--- src/rtl/stage_pkg.sv ---
// Shared types and constants for the stage sequencer: index width helper,
// mode encodings, holdoff counter width and the per-cycle event encoding.
package stage_pkg;

  localparam int WRAP_SATURATE = 0;
  localparam int WRAP_ROLL     = 1;
  localparam int MODE_THERMO   = 0;
  localparam int MODE_ONEHOT   = 1;
  localparam int HOLDOFF_W     = 8;

  typedef enum logic [2:0] {
    EV_NONE  = 3'd0,
    EV_CLEAR = 3'd1,
    EV_BOTH  = 3'd2,
    EV_ADV   = 3'd3,
    EV_RET   = 3'd4
  } stage_event_e;

  // Width able to hold a count from 0 up to and including n.
  function automatic int idx_width(input int n);
    return $clog2(n + 1);
  endfunction

endpackage

--- src/rtl/stage_edge_detect.sv ---
// One-bit rising-edge detector. History resets to 1 so a level held high
// across reset release is not mistaken for an edge.
module stage_edge_detect (
  input  logic clock,
  input  logic reset,
  input  logic sig_i,
  output logic rise_o
);

  logic prev_q;

  // Sample history updates every cycle regardless of clear or holdoff.
  always_ff @(posedge clock or negedge reset) begin
    if (!reset) begin
      prev_q <= 1'b1;
    end else begin
      prev_q <= sig_i;
    end
  end

  assign rise_o = sig_i & ~prev_q;

endmodule

--- src/rtl/stage_sequencer.sv ---
// Stage counter driven by advance/retreat edges, with optional wrap,
// thermometer or one-hot indicator and a post-event holdoff window.
module stage_sequencer
  import stage_pkg::*;
#(
  parameter  int NUM_STAGES = 5,
  parameter  int WRAP       = 0,
  parameter  int ONEHOT     = 0,
  parameter  int HOLDOFF    = 0,
  localparam int IDXW       = idx_width(NUM_STAGES)
) (
  input  logic                  clock,
  input  logic                  reset,
  input  logic                  advance,
  input  logic                  retreat,
  input  logic                  clear,
  output logic [NUM_STAGES-1:0] stageOut,
  output logic [IDXW-1:0]       stageIdx,
  output logic                  lastStage,
  output logic                  wrapped,
  output logic                  busy
);

  localparam logic [IDXW-1:0]      LAST_IDX  = IDXW'(NUM_STAGES);
  localparam logic [IDXW-1:0]      ZERO_IDX  = {IDXW{1'b0}};
  localparam logic [IDXW-1:0]      ONE_IDX   = IDXW'(1);
  localparam logic [HOLDOFF_W-1:0] HOLD_LOAD = HOLDOFF_W'(HOLDOFF);
  localparam logic [HOLDOFF_W-1:0] HOLD_ZERO = {HOLDOFF_W{1'b0}};
  localparam logic [HOLDOFF_W-1:0] HOLD_ONE  = HOLDOFF_W'(1);

  logic                  adv_rise_s;
  logic                  ret_rise_s;
  stage_event_e          ev_s;
  logic [IDXW-1:0]       idx_q;
  logic [IDXW-1:0]       idx_d;
  logic [HOLDOFF_W-1:0]  hold_q;
  logic [HOLDOFF_W-1:0]  hold_d;
  logic                  wrap_d;
  logic                  wrapped_q;
  logic                  busy_q;
  logic                  last_q;
  logic [NUM_STAGES-1:0] stage_out_q;

  stage_edge_detect u_adv_edge (
    .clock  (clock),
    .reset  (reset),
    .sig_i  (advance),
    .rise_o (adv_rise_s)
  );

  stage_edge_detect u_ret_edge (
    .clock  (clock),
    .reset  (reset),
    .sig_i  (retreat),
    .rise_o (ret_rise_s)
  );

  function automatic logic [NUM_STAGES-1:0] decode_stage(input logic [IDXW-1:0] idx);
    logic [NUM_STAGES-1:0] out;
    out = {NUM_STAGES{1'b0}};
    for (int i = 0; i < NUM_STAGES; i++) begin
      if (ONEHOT == MODE_ONEHOT) begin
        out[i] = (int'(idx) == i + 1);
      end else begin
        out[i] = (i < int'(idx));
      end
    end
    return out;
  endfunction

  // Prioritise clear, then coincident edges, then advance, then retreat.
  // busy_q mirrors hold_q != 0, so edges seen during holdoff are dropped here.
  always_comb begin
    ev_s = EV_NONE;
    if (clear) begin
      ev_s = EV_CLEAR;
    end else if (!busy_q && adv_rise_s && ret_rise_s) begin
      ev_s = EV_BOTH;
    end else if (!busy_q && adv_rise_s) begin
      ev_s = EV_ADV;
    end else if (!busy_q && ret_rise_s) begin
      ev_s = EV_RET;
    end else begin
      ev_s = EV_NONE;
    end
  end

  // Next-state for the stage index, holdoff counter and wrap pulse.
  always_comb begin
    idx_d  = idx_q;
    wrap_d = 1'b0;
    if (hold_q != HOLD_ZERO) begin
      hold_d = hold_q - HOLD_ONE;
    end else begin
      hold_d = HOLD_ZERO;
    end
    case (ev_s)
      EV_CLEAR: begin
        idx_d  = ZERO_IDX;
        hold_d = HOLD_ZERO;
      end
      EV_ADV: begin
        hold_d = HOLD_LOAD;
        if (idx_q != LAST_IDX) begin
          idx_d = idx_q + ONE_IDX;
        end else if (WRAP == WRAP_ROLL) begin
          idx_d  = ZERO_IDX;
          wrap_d = 1'b1;
        end else begin
          idx_d = idx_q;
        end
      end
      EV_RET: begin
        hold_d = HOLD_LOAD;
        if (idx_q != ZERO_IDX) begin
          idx_d = idx_q - ONE_IDX;
        end else begin
          idx_d = idx_q;
        end
      end
      EV_BOTH, EV_NONE: begin
        idx_d = idx_q;
      end
      default: begin
        idx_d = idx_q;
      end
    endcase
  end

  // State and decoded outputs all come straight from flops.
  always_ff @(posedge clock or negedge reset) begin
    if (!reset) begin
      idx_q       <= ZERO_IDX;
      hold_q      <= HOLD_ZERO;
      wrapped_q   <= 1'b0;
      busy_q      <= 1'b0;
      last_q      <= 1'b0;
      stage_out_q <= {NUM_STAGES{1'b0}};
    end else begin
      idx_q       <= idx_d;
      hold_q      <= hold_d;
      wrapped_q   <= wrap_d;
      busy_q      <= (hold_d != HOLD_ZERO);
      last_q      <= (idx_d == LAST_IDX);
      stage_out_q <= decode_stage(idx_d);
    end
  end

  assign stageIdx  = idx_q;
  assign stageOut  = stage_out_q;
  assign lastStage = last_q;
  assign wrapped   = wrapped_q;
  assign busy      = busy_q;

endmodule
--- config.mk ---
export PLATFORM = sky130hd
export DESIGN_NAME = stage_sequencer
export DESIGN_NICKNAME = d
export VERILOG_FILES = /design/src/rtl/stage_pkg.sv /design/src/rtl/stage_edge_detect.sv /design/src/rtl/stage_sequencer.sv
export SDC_FILE = /design/constraint.sdc
export NUM_CORES = 1
export LEC_CHECK = 0
export CORE_ASPECT_RATIO = 1.2
export CORE_UTILIZATION = 52
export DETAILED_ROUTE_END_ITERATION = 16
export PLACE_DENSITY = 0.88
export SYNTH_ARGS = -nofsm -noshare
export SYNTH_HDL_FRONTEND = slang
export SYNTH_SLANG_ARGS = --single-unit
--- constraint.sdc ---
create_clock -name clock -period 2 [get_ports clock]
set_input_delay 0.2 -clock clock [delete_from_list [all_inputs] [get_ports clock]]
set_output_delay 0.2 -clock clock [all_outputs]
set_load 0.005 [all_outputs]
; ---- Yosys cells after proc, flatten, opt, wreduce, memory -nomap -nowiden
; Cells that the tools add are included.
[classes]
reduce_logical = 8
n_lt_le_gt_ge = 5
mux = 9
addsub = 3
n_bitwise = 4
n_eq_ne = 5
[op_table]
columns = cell, count
row1 = 3-bit 2-to-1 mux, 6
row2 = 8-bit 2-to-1 mux, 2
row3 = 8-bit nonzero test, 2
row4 = 3-bit case mux with 3 select lines, 1
row5 = 8-bit by 1-bit subtractor with 8-bit output (second input constant), 1
row6 = 3-bit equality test (second input constant), 2
row7 = 1-bit by 3-bit less-than comparator with 1-bit output (first input constant), 2
row8 = 2-bit by 3-bit less-than comparator with 1-bit output (first input constant), 2
row9 = 3-bit by 1-bit adder with 3-bit output (second input constant), 1
row10 = 3-bit by 1-bit equality test with 1-bit output (second input constant), 1
row11 = 3-bit by 2-bit equality test with 1-bit output (second input constant), 1
row12 = 1-bit logical AND, 3
row13 = 3-bit less-than comparator (first input constant), 1
row14 = 3-bit inequality test (second input constant), 1
row15 = 3-bit nonzero test, 1
row16 = 3-bit OR reduction, 1
row17 = 3-bit by 1-bit subtractor with 3-bit output (second input constant), 1
row18 = 1-bit bitwise AND, 2
row19 = 1-bit inverter, 2
row20 = 1-bit zero test, 1
[totals]
register_bits = 20
out_inout_bits = 11
word_cells = 41
inputBits = 5

; ---- Longest topological paths before layout
; Gate-level depths: netlist of the first run.
[depth]
depth_word = 11
mapped_depth = 9
mapped_depth_nobuf = 9

; ---- By module
; From an unflattened synthesis of the first run, not the netlist that was laid out.
[unflattened]
hier_cells = 101
hier_area_um2 = 1018.5
[by_module_without_submodules]
columns = module, cells_each, seq_area_each_um2, n_inst, area_each_um2
row1 = stage_sequencer, 97, 425.4, 1, 938.4
row2 = stage_edge_detect, 2, 26.3, 2, 40.0

; ---- Worst setup path after synthesis of the first run
; Ideal clock, no wire load.
[synth_path]
kind = reg2reg
start = reg idx_q[0], in the netlist stageIdx[0]
end = reg stage_out_q[0], in the netlist stageOut[0]
slack_ns = 0.375
t_arrival_ns = 1.493
path_stages_with_launch = 10
t_required_ns = 1.869
synth_period_minus_slack_ns = 1.625
cell_sequence = dfrtp_1 > inv_1 > ha_1 > inv_1 > o2111a_1 > mux2i_1 > a21boi_2 > inv_2 > nor2_2 > nand2_1
[synth_between]
elab_chain_len = 4
word_cells_on_any_way = 8
classes_between = add/sub: 2 / order compare: 1 / eq/ne: 1 / mux: 3 / reduce/logical: 1
[synth_rtl]
columns = item, line_no
row1 = start: declaration, stage_sequencer.sv:34  ; logic [IDXW-1:0] idx_q;
row2 = start signal: assignment, stage_sequencer.sv:140  ; idx_q <= idx_d;
row3 = 3-bit by 1-bit subtractor with 3-bit output (tied with other cells), stage_sequencer.sv:116  ; idx_d = idx_q - ONE_IDX;
row4 = "3-bit 2-to-1 mux, on equally long branches", "stage_sequencer.sv:115, stage_sequencer.sv:104"
row5 = 3-bit case mux with 3 select lines (*), stage_sequencer.sv:97  ; case (ev_s)
row6 = named net idx_d[1], stage_sequencer.sv:35  ; logic [IDXW-1:0] idx_d;
row7 = 1-bit by 3-bit less-than comparator with 1-bit output (*), stage_sequencer.sv:65  ; out[i] = (i < int'(idx));
row8 = end signal: assignment, stage_sequencer.sv:138  ; stage_out_q <= {NUM_STAGES{1'b0}};
row9 = end signal: assignment, stage_sequencer.sv:145  ; stage_out_q <= decode_stage(idx_d);
row10 = end: declaration, stage_sequencer.sv:42  ; logic [NUM_STAGES-1:0] stage_out_q;
; Mark *: on every way through the listed nets, which the timed path passes. The rest lies on a longest branch.

; ---- Final worst setup path of the first run
[layout_path]
start = reg idx_q[1], in the netlist stageIdx[1]
end = reg stage_out_q[4], in the netlist stageOut[4]
[layout_between]
elab_chain_len = 4
word_cells_on_any_way = 8
classes_between = add/sub: 2 / order compare: 1 / eq/ne: 1 / mux: 3 / reduce/logical: 1
[layout_rtl]
columns = item, line_no
row1 = 3-bit by 1-bit subtractor with 3-bit output (tied with other cells), stage_sequencer.sv:116
row2 = "3-bit 2-to-1 mux, on equally long branches", "stage_sequencer.sv:115, stage_sequencer.sv:104"
row3 = 3-bit case mux with 3 select lines (*), stage_sequencer.sv:97
row4 = named net idx_d[1], stage_sequencer.sv:35
row5 = 3-bit less-than comparator (*), stage_sequencer.sv:65
; Marked as above.

==> results.cfg, run 1 <==
[floorplanning]
die_y_um = 50.9
core-area_sq_um = 1850
ios = 16
fp.dieArea_sq_um = 2170
chipWidth_um = 42.7
initial_utilization = 0.559
row_count = 17

[placement]
place.gp.congestion = 0.822
numPortBuffers = 14
hpwlAfterDp_mm = 1.35
dp_slack_ns = -0.0156

[timing]
setup_ws_ns = 0.163
whs_ns = 0.213
rsz0062_at_grt = false
tns_ns = 0
clock.fmax_mhz = 544
post-route-period-util = 0.918
finalHoldViolations = 0
skew_ns = 0.0118
setup_violations = 0
drv_slew = 0
fin_crit_ns = 1.84

[grt]
grt_util_all_layers = 0.187
grt_pass1_vias = 775
gr-total-overflow = 0
antenna_found_initial = 0
grt_pass1_wl_mm = 3.04
grt_max_degree = 20

[power]
swShare = 0.376
combPwrFrac = 0.483
seqPwrFrac = 0.386
switchingPower_mw = 0.535
clock_power_share = 0.131
finalPower_mw = 1.42
power_density_nw_per_um2 = 1150
leakage_nw = 0.614
ir_drop_uv = 783
internal-power_mw = 0.888

[synth]
synth_edf_count = 0
yosys.cell_count.top_type = dfrtp_1
synthesis.nets = 112
yosys_warnings = 0
async_reset_ff_frac = 1.00
synth_seq_cells = 19
ys_top_cells_by_count = dfrtp_1, nor2_1, inv_1
synth_area_per_cell_sq_um = 10.2
synth_top_area_frac = 0.411
synth_cells = 101
synthesis.area_sq_um = 1030
synth-seq-area-share = 0.462
synth_area_leader_cell = dfrtp_1
synthFlopType = dfrtp_1
synth.top_cells.by_area = dfrtp_1, ha_1, dfstp_2
ys_types = 43

[critical_path]
startpoint = stageIdx[1]$_DFF_PN0_
worstSetupPathType = flop to flop
rr_endpoint = stageOut[4]$_DFF_PN0_
cp_max_fo = 4
startpoint_type = flop
reg2reg_from = stageIdx[1]$_DFF_PN0_
end_kind = flop
worstPathArrival_ns = 2.08
required_ns = 2.24
reg2reg_slack_ns = 0.16
reg2regPathDepth = 9

[detailed_routing]
wl_per_cell_um = 13.1
drc = 0
vias = 749
detail-route-antenna-nets = 0
routed_wl_mm = 1.82
avgViaCountPerCell = 5.39
drt_iter0_drc = 10
drt-pass1-iter-count = 4

[finish]
area_growth_pct = 19.2
fin_nets = 132
num_antenna_cells = 0
layout-drive-gt1-share = 0.217

[clocking]
root_buffer = clkbuf_4
path_clk_slew_ns = 0.11
h-tree-depth = 1
clk-insertion-delay-late_ns = 0.30
cts_buffers = 3
cts_tree = built
cts_hold_buf = 0
cts_sinks = 19
cts_buffer_depth = 2

[run]
cap_violations = 0

[hold_path]
hp-class = primary input to asynchronous set/reset pin

[outcome]
status = completed
## registers in the layout, summed over array words and instances, names as in the netlist
register           cells
busy                   1
stageOut               5
u_ret_edge.prev_q      1
lastStage              1
hold_q                 8
u_adv_edge.prev_q      1
stageIdx               2
## worst max-delay path by stage
| stage | depth (start not counted) | to | slack (ns) |
|---|---|---|---|
| floorplan | 9 | stageOut[0]$_DFF_PN0_ | 0.38 |
| global placement | 7 | stageOut[2]$_DFF_PN0_ | 0.03 |
| detailed placement | 7 | stageOut[2]$_DFF_PN0_ | -0.02 |
| CTS | 9 | stageOut[0]$_DFF_PN0_ | 0.14 |
| global route | 9 | stageOut[0]$_DFF_PN0_ | 0.01 |
| finish | 9 | stageOut[4]$_DFF_PN0_ | 0.16 |
## cells by family after synthesis
family / share of synthesized area
flops: 0.462
xor+xnor: 0.0508
mux: 0.0193
buf+inv: 0.0725
simple gates: 0.207
fa+ha+maj: 0.0725
other cells: 0.00362
compound gates: 0.112
## per-layer routing
layer  vias up  wire (um)  share of wire  global-route usage
met5         -          0              0                   0
met4         0         46          0.025               0.115
met3         6         51          0.028              0.0247
met2        20       1030           0.56               0.343
met1       354        696           0.38               0.197
li1        369          -              -                   -
## through the flow
step / util / std cells / area [sq um]
final: 0.667 / 139 / 1230
after detailed placement: 0.640 / 133 / 1180
after global routing: 0.667 / 139 / 1230
after global placement: 0.640 / 133 / 1180
after floorplan: - / 101 / 1030
after CTS: 0.654 / 137 / 1210
## final cells by class
cell class	count	area, sq um
clock buffers	3	22.5
clock inverters	1	5.00
fillers	146	617
inverters	10	37.5
multi-input cells	68	489
flip-flops and latches	19	478
well taps	19	23.8
repair buffers	19	178
## worst max-delay path, cell delays in order, from the launching register on
cell and delay, ns:
dfrtp_1 0.45, inv_1 0.11, ha_1 0.22, nand2_1 0.11
nor4b_1 0.37, mux2i_1 0.15, a21boi_4 0.17, inv_2 0.09
nor2_2 0.05, nor2_2 0.06
## layout by cell type (no fill, tap or decap), types with 2 or more instances in the layout
cell and instances:
ha_1 6, nor3_1 2, dfrtp_1 17, nand3_1 2, dfstp_2 2, xnor2_1 2, nor2_1 13, inv_1 8
nand2_1 7, inv_2 2, clkbuf_4 3, xor2_1 4, buf_4 5, clkdlybuf4s50_1 14, nor2_2 2, mux2i_1 2
## power by group through the flow
stage / sequential (mW) / combinational [mW] / clock, mW
after global placement: 0.555 / 0.620 / 0
after detailed placement: 0.562 / 0.644 / 0
after floorplan: 0.554 / 0.436 / 0
after global routing: 0.564 / 0.765 / 0.210
after CTS: 0.554 / 0.651 / 0.194
final: 0.549 / 0.687 / 0.187
## timing repair
action | CTS | global route
gates resized for setup | 0 | 1
setup endpoints to repair | 0 | 1
buffers inserted | 0 | 2
No activity file was read; power rests on OpenSTA's default activity.
==> inputs of run 2 (changes only) <==
--- a/config.mk
+++ b/config.mk
@@ -7,7 +7,9 @@
 export LEC_CHECK = 0
 export CORE_ASPECT_RATIO = 1.2
 export CORE_UTILIZATION = 52
+export CTS_CLUSTER_DIAMETER = 30
 export DETAILED_ROUTE_END_ITERATION = 16
+export MAX_ROUTING_LAYER = met4
 export PLACE_DENSITY = 0.88
 export SYNTH_ARGS = -nofsm -noshare
 export SYNTH_HDL_FRONTEND = slang
==> results of run 2 <==
Same layout as run 1: the final DEF is identical, and so are final timing and power.
Among the figures that moved: final weighted congestion in routability-driven placement 0.822 -> 0.835; overall routing resource usage 0.187 -> 0.192
==> RTL change 1, RTL diff (settings of run 2) <==
Change the parameter `WRAP` from 0 to 1.
--- a/src/rtl/stage_sequencer.sv
+++ b/src/rtl/stage_sequencer.sv
@@ -5,5 +5,5 @@
 #(
   parameter  int NUM_STAGES = 5,
-  parameter  int WRAP       = 0,
+  parameter  int WRAP       = 1,
   parameter  int ONEHOT     = 0,
   parameter  int HOLDOFF    = 0,
Behaviour: no difference found for any inputs over 10 cycles, from zero or initial values and one cycle with reset low; that may be too few to reach the edited logic, so the function may still have changed.
==> RTL change 1 against run 2 <==
Worst setup slack gained 0.0076 ns. Sequential cell count grew 1. Non-clock buffer count shrank 2. Area after synthesis shrank 0.24%. Wire length shrank 6.0%. Final cell count shrank 4.3%. Clock power grew 24%. Maximum frequency grew 0.42%. Count of clock-buffer cells in the layout grew 1. Cell area is the same. Core utilization is the same. Die area shrank 0.23%. Power grew 5.4%.
==> RTL change 1: results (changes against run 2) <==
syn_area_per_cell_sq_um: 10.75  # +5.0%
arrival_ns: 2.01  # -0.07 ns
synth_area_leaders: "dfrtp_1, ha_1, dfstp_2"
synth_flop_cell: "dfrtp_1"
grt_max_degree: 21  # +5.0%
syn_nets: 108  # -3.6%
via_per_inst: 5.414  # +0.46%
outcome: "complete, no violations"
avgRoutedWirePerCell_um: 12.89  # -1.7%
postSynth.asyncResetShare: 1.000  # unchanged
drive_above_1_share: 0.1228  # -0.09386
r2r-start: "stageIdx[1]$_DFF_PN0_"
first_pass_iters: 3  # -1
cts_max_level: 1  # unchanged
grt_pass1_wl_um: 3036  # unchanged
place_hpwl_um: 1344  # -0.33%
grt_pass1_vias: 754  # -2.7%
synth-compound-area-share: 0.1103  # -0.002152
critPathMaxFanout: 5  # +1
synth_cell_types: 34  # -21%
antenna_found_initial: 0  # unchanged
peakVddDrop_mv: 0.9970  # +27%
synthAdderAreaFrac: 0.08485  # +0.01230
synth_mux_area_frac: 0.009697  # -0.009650
clock_path_buffers: 2  # unchanged
port-buffer-count: 15  # +1
ctsResizeCount: 0  # unchanged
ys_seq_area_frac: 0.4873  # +0.02536
timing.rr.end: "stageOut[4]$_DFF_PN0_"
first_iter_violations: 3  # -7
root_buffer: "clkbuf_4"
fin_nets: 127  # -3.8%
dpl_cell_area_sq_mm: 0.001197  # +1.2%
routed_wl_um: 1714  # -6.0%
p_leak_nw: 0.5754  # -6.2%
synth_xor_area_frac: 0.05939  # +0.008608
skew_ns: 0.001157  # -0.01065 ns
grt_use_total: 0.1953  # +0.003367
synth_commonest_cells: "dfrtp_1, nor2_1, inv_1"
gp_congestion: 0.9029  # +8.2%
reg2reg_slack_ns: 0.17
reg2reg_depth: 7  # -2
[RTL change 1: area by class of cell]
type | instances | area [sq um]
Sequential cell | 20 | 503.0
Clock buffer | 4 | 36.28
Fill cell | 142 | 616.8
Timing Repair Buffer | 17 | 165.2
Tap cell | 19 | 23.77
Inverter | 10 | 37.54
Multi-Input combinational cell | 63 | 467.9
[RTL change 1: how the worst max path moves through the flow]
stage                                       end  slack, ns  depth (start not counted)
final                     stageOut[4]$_DFF_PN0_       0.17                          7
after global routing      stageOut[4]$_DFF_PN0_       0.01                          7
after CTS                   lastStage$_DFF_PN0_       0.17                          7
after detailed placement  stageOut[0]$_DFF_PN0_       0.07                          6
after global placement      lastStage$_DFF_PN0_       0.14                          6
after floorplan           stageOut[0]$_DFF_PN0_       0.34                          7
[RTL change 1: power by group]
part	internal, mW	switching [mW]	leakage, nW
Combinational	0.323	0.341	0.289
Sequential	0.505	0.0986	0.265
Clock	0.111	0.121	0.0210
Total	0.939	0.561	0.575
[RTL change 1: critical path, cell delays in order (launching register included)]
cell      delay (ns)
dfrtp_1         0.48
inv_1           0.12
ha_1            0.19
nand2b_1        0.07
nand3_1         0.13
a21o_1          0.26
a32oi_2         0.34
a21oi_1         0.12
[RTL change 1: per-layer routing]
metal,vias up,part of all wire,track usage
li1,354,-,-
met1,342,0.40,0.2075
met2,16,0.54,0.3333
met3,8,0.029,0.02518
met4,0,0.033,0.1302
met5,-,0,-
[RTL change 1: per-stage QoR]
step	hold slack [ns]	total power, mW	worst slack, ns
finish	0.2163	1.499	0.1710
global route	0.2572	1.609	0.01470
CTS	0.2169	1.515	0.1700
detailed placement	0.5121	1.279	0.07442
global placement	0.5093	1.241	0.1429
floorplan	-0.09559	1.106	0.3436
==> RTL change 2, RTL diff (config.mk and constraints of run 2) <==
Without the edit above. Register the inputs `advance`, `retreat` and `clear` before use, without a reset. The logic sees them one clock later. Comments in the files are not updated.
--- a/src/rtl/stage_sequencer.sv
+++ b/src/rtl/stage_sequencer.sv
@@ -29,4 +29,14 @@
   localparam logic [HOLDOFF_W-1:0] HOLD_ONE  = HOLDOFF_W'(1);
 
+  logic advance_q;
+  logic retreat_q;
+  logic clear_q;
+
+  always_ff @(posedge clock) begin
+    advance_q <= advance;
+    retreat_q <= retreat;
+    clear_q   <= clear;
+  end
+
   logic                  adv_rise_s;
   logic                  ret_rise_s;
@@ -45,5 +55,5 @@
     .clock  (clock),
     .reset  (reset),
-    .sig_i  (advance),
+    .sig_i  (advance_q),
     .rise_o (adv_rise_s)
   );
@@ -52,5 +62,5 @@
     .clock  (clock),
     .reset  (reset),
-    .sig_i  (retreat),
+    .sig_i  (retreat_q),
     .rise_o (ret_rise_s)
   );
@@ -73,5 +83,5 @@
   always_comb begin
     ev_s = EV_NONE;
-    if (clear) begin
+    if (clear_q) begin
       ev_s = EV_CLEAR;
     end else if (!busy_q && adv_rise_s && ret_rise_s) begin
Check against the original RTL: not equivalent (Yosys sat finds a counterexample within 4 cycles, from zero or initial values and one cycle with reset low).
==> RTL change 2 against run 2 <==
Sequential cell count grew 3. Worst setup slack gained 0.060 ns. Wire length down 11%. Sequential share of layout area rose by 3.8 points. Area after synthesis rose by 5.8%. Final cell count is 0.72% lower. Cell area up 2.5%.
Power is not compared: it rests on default switching activity, and its combinational part moved more than twofold at a synthesized area within 25%.
==> RTL change 2: results (changes against run 2) <==
outcome: "complete, no violations"
avgRoutedWirePerCell_um: 11.70  # -11%
synth_area_leaders: "dfrtp_1, ha_1, dfxtp_1"
via_per_inst: 5.188  # -3.7%
drive_above_1_share: 0.1849  # -0.03179
fin_nets: 131  # -0.76%
nNonClkBuffers: 15  # -4
multi_input_area_share: 0.3808  # -0.01574
first_iter_violations: 1  # -9
nClkBuffers: 4  # +1
met1_usage: 0.2004  # +0.003262
postSynth.asyncResetShare: 0.8636  # -0.1364
arrival_ns: 1.97  # -0.11 ns
buffer_area_frac: 0.1167  # -0.02730
cp_top_family: "compound AO/OA/AOI/OAI gates"
gp_congestion: 0.8324  # -0.29%
met3_usage: 0.02414  # -0.0005971
grt_pass1_wl_um: 2904  # -4.3%
clk_share: 0.02868  # +0.006372
synth_mux_area_frac: 0.01829  # -0.001061
pre_cts_slack_ns: 0.2225  # +0.2381 ns
grt_pass1_vias: 727  # -6.2%
fillCellCount: 148  # +1.4%
place_hpwl_um: 1315  # -2.5%
wl_met3_um: 27  # -47%
use_met2: 0.3010  # -0.04244
grt_use_total: 0.1748  # -0.01722
RTL change 2: changes by cell type in the layout (fill, tap and decap cells not counted), sizes merged:
cell,run 2,this run
buf,5,1
clkbuf,3,4
clkinv,1,0
dfxtp,0,3
RTL change 2: worst paths after layout:
kind | from | to | slack [ns] | depth (start not counted)
setup / recovery | stageIdx[0]$_DFF_PN0_ | stageOut[0]$_DFF_PN0_ | 0.22 | 9
hold / removal | reset | hold_q[3]$_DFF_PN0_ | 0.21 | 2
setup reg to reg | stageIdx[0]$_DFF_PN0_ | stageOut[0]$_DFF_PN0_ | 0.22 | 9
hold reg to reg | retreat_q$_DFF_P_ | u_ret_edge.prev_q$_DFF_PN1_ | 0.32 | 0
max in group asynchronous | reset | u_ret_edge.prev_q$_DFF_PN1_ | 1.52 | 2
min in group clock | retreat_q$_DFF_P_ | u_ret_edge.prev_q$_DFF_PN1_ | 0.32 | 0
RTL change 2: power groups by stage:
stage | clock network, mW | logic (mW) | registers [mW]
floorplan | 0 | 0.181 | 0.537
global placement | 0 | 0.310 | 0.533
detailed placement | 0 | 0.312 | 0.536
CTS | 0.237 | 0.317 | 0.525
global route | 0.258 | 0.350 | 0.531
finish | 0.235 | 0.312 | 0.524
RTL change 2: logic make-up (layout without fill, tap and decap cells):
logic type | after synthesis | count (layout)
xor gates and xnor gates | 6 | 6
buffers and inverters | 14 | 29
other | 1 | 1
AOI/OAI and AO/OA | 14 | 14
and+or+nand+nor | 39 | 39
DFF | 22 | 22
muxes | 2 | 2
adders and majority gates | 6 | 6
RTL change 2: stage by stage:
stage,utilization,area [sq um],std cells
final,0.6608,1265,138
after global routing,0.6608,1265,138
after CTS,0.6608,1265,138
after detailed placement,0.6418,1229,134
after global placement,0.6418,1229,134
after floorplan,-,1095,104
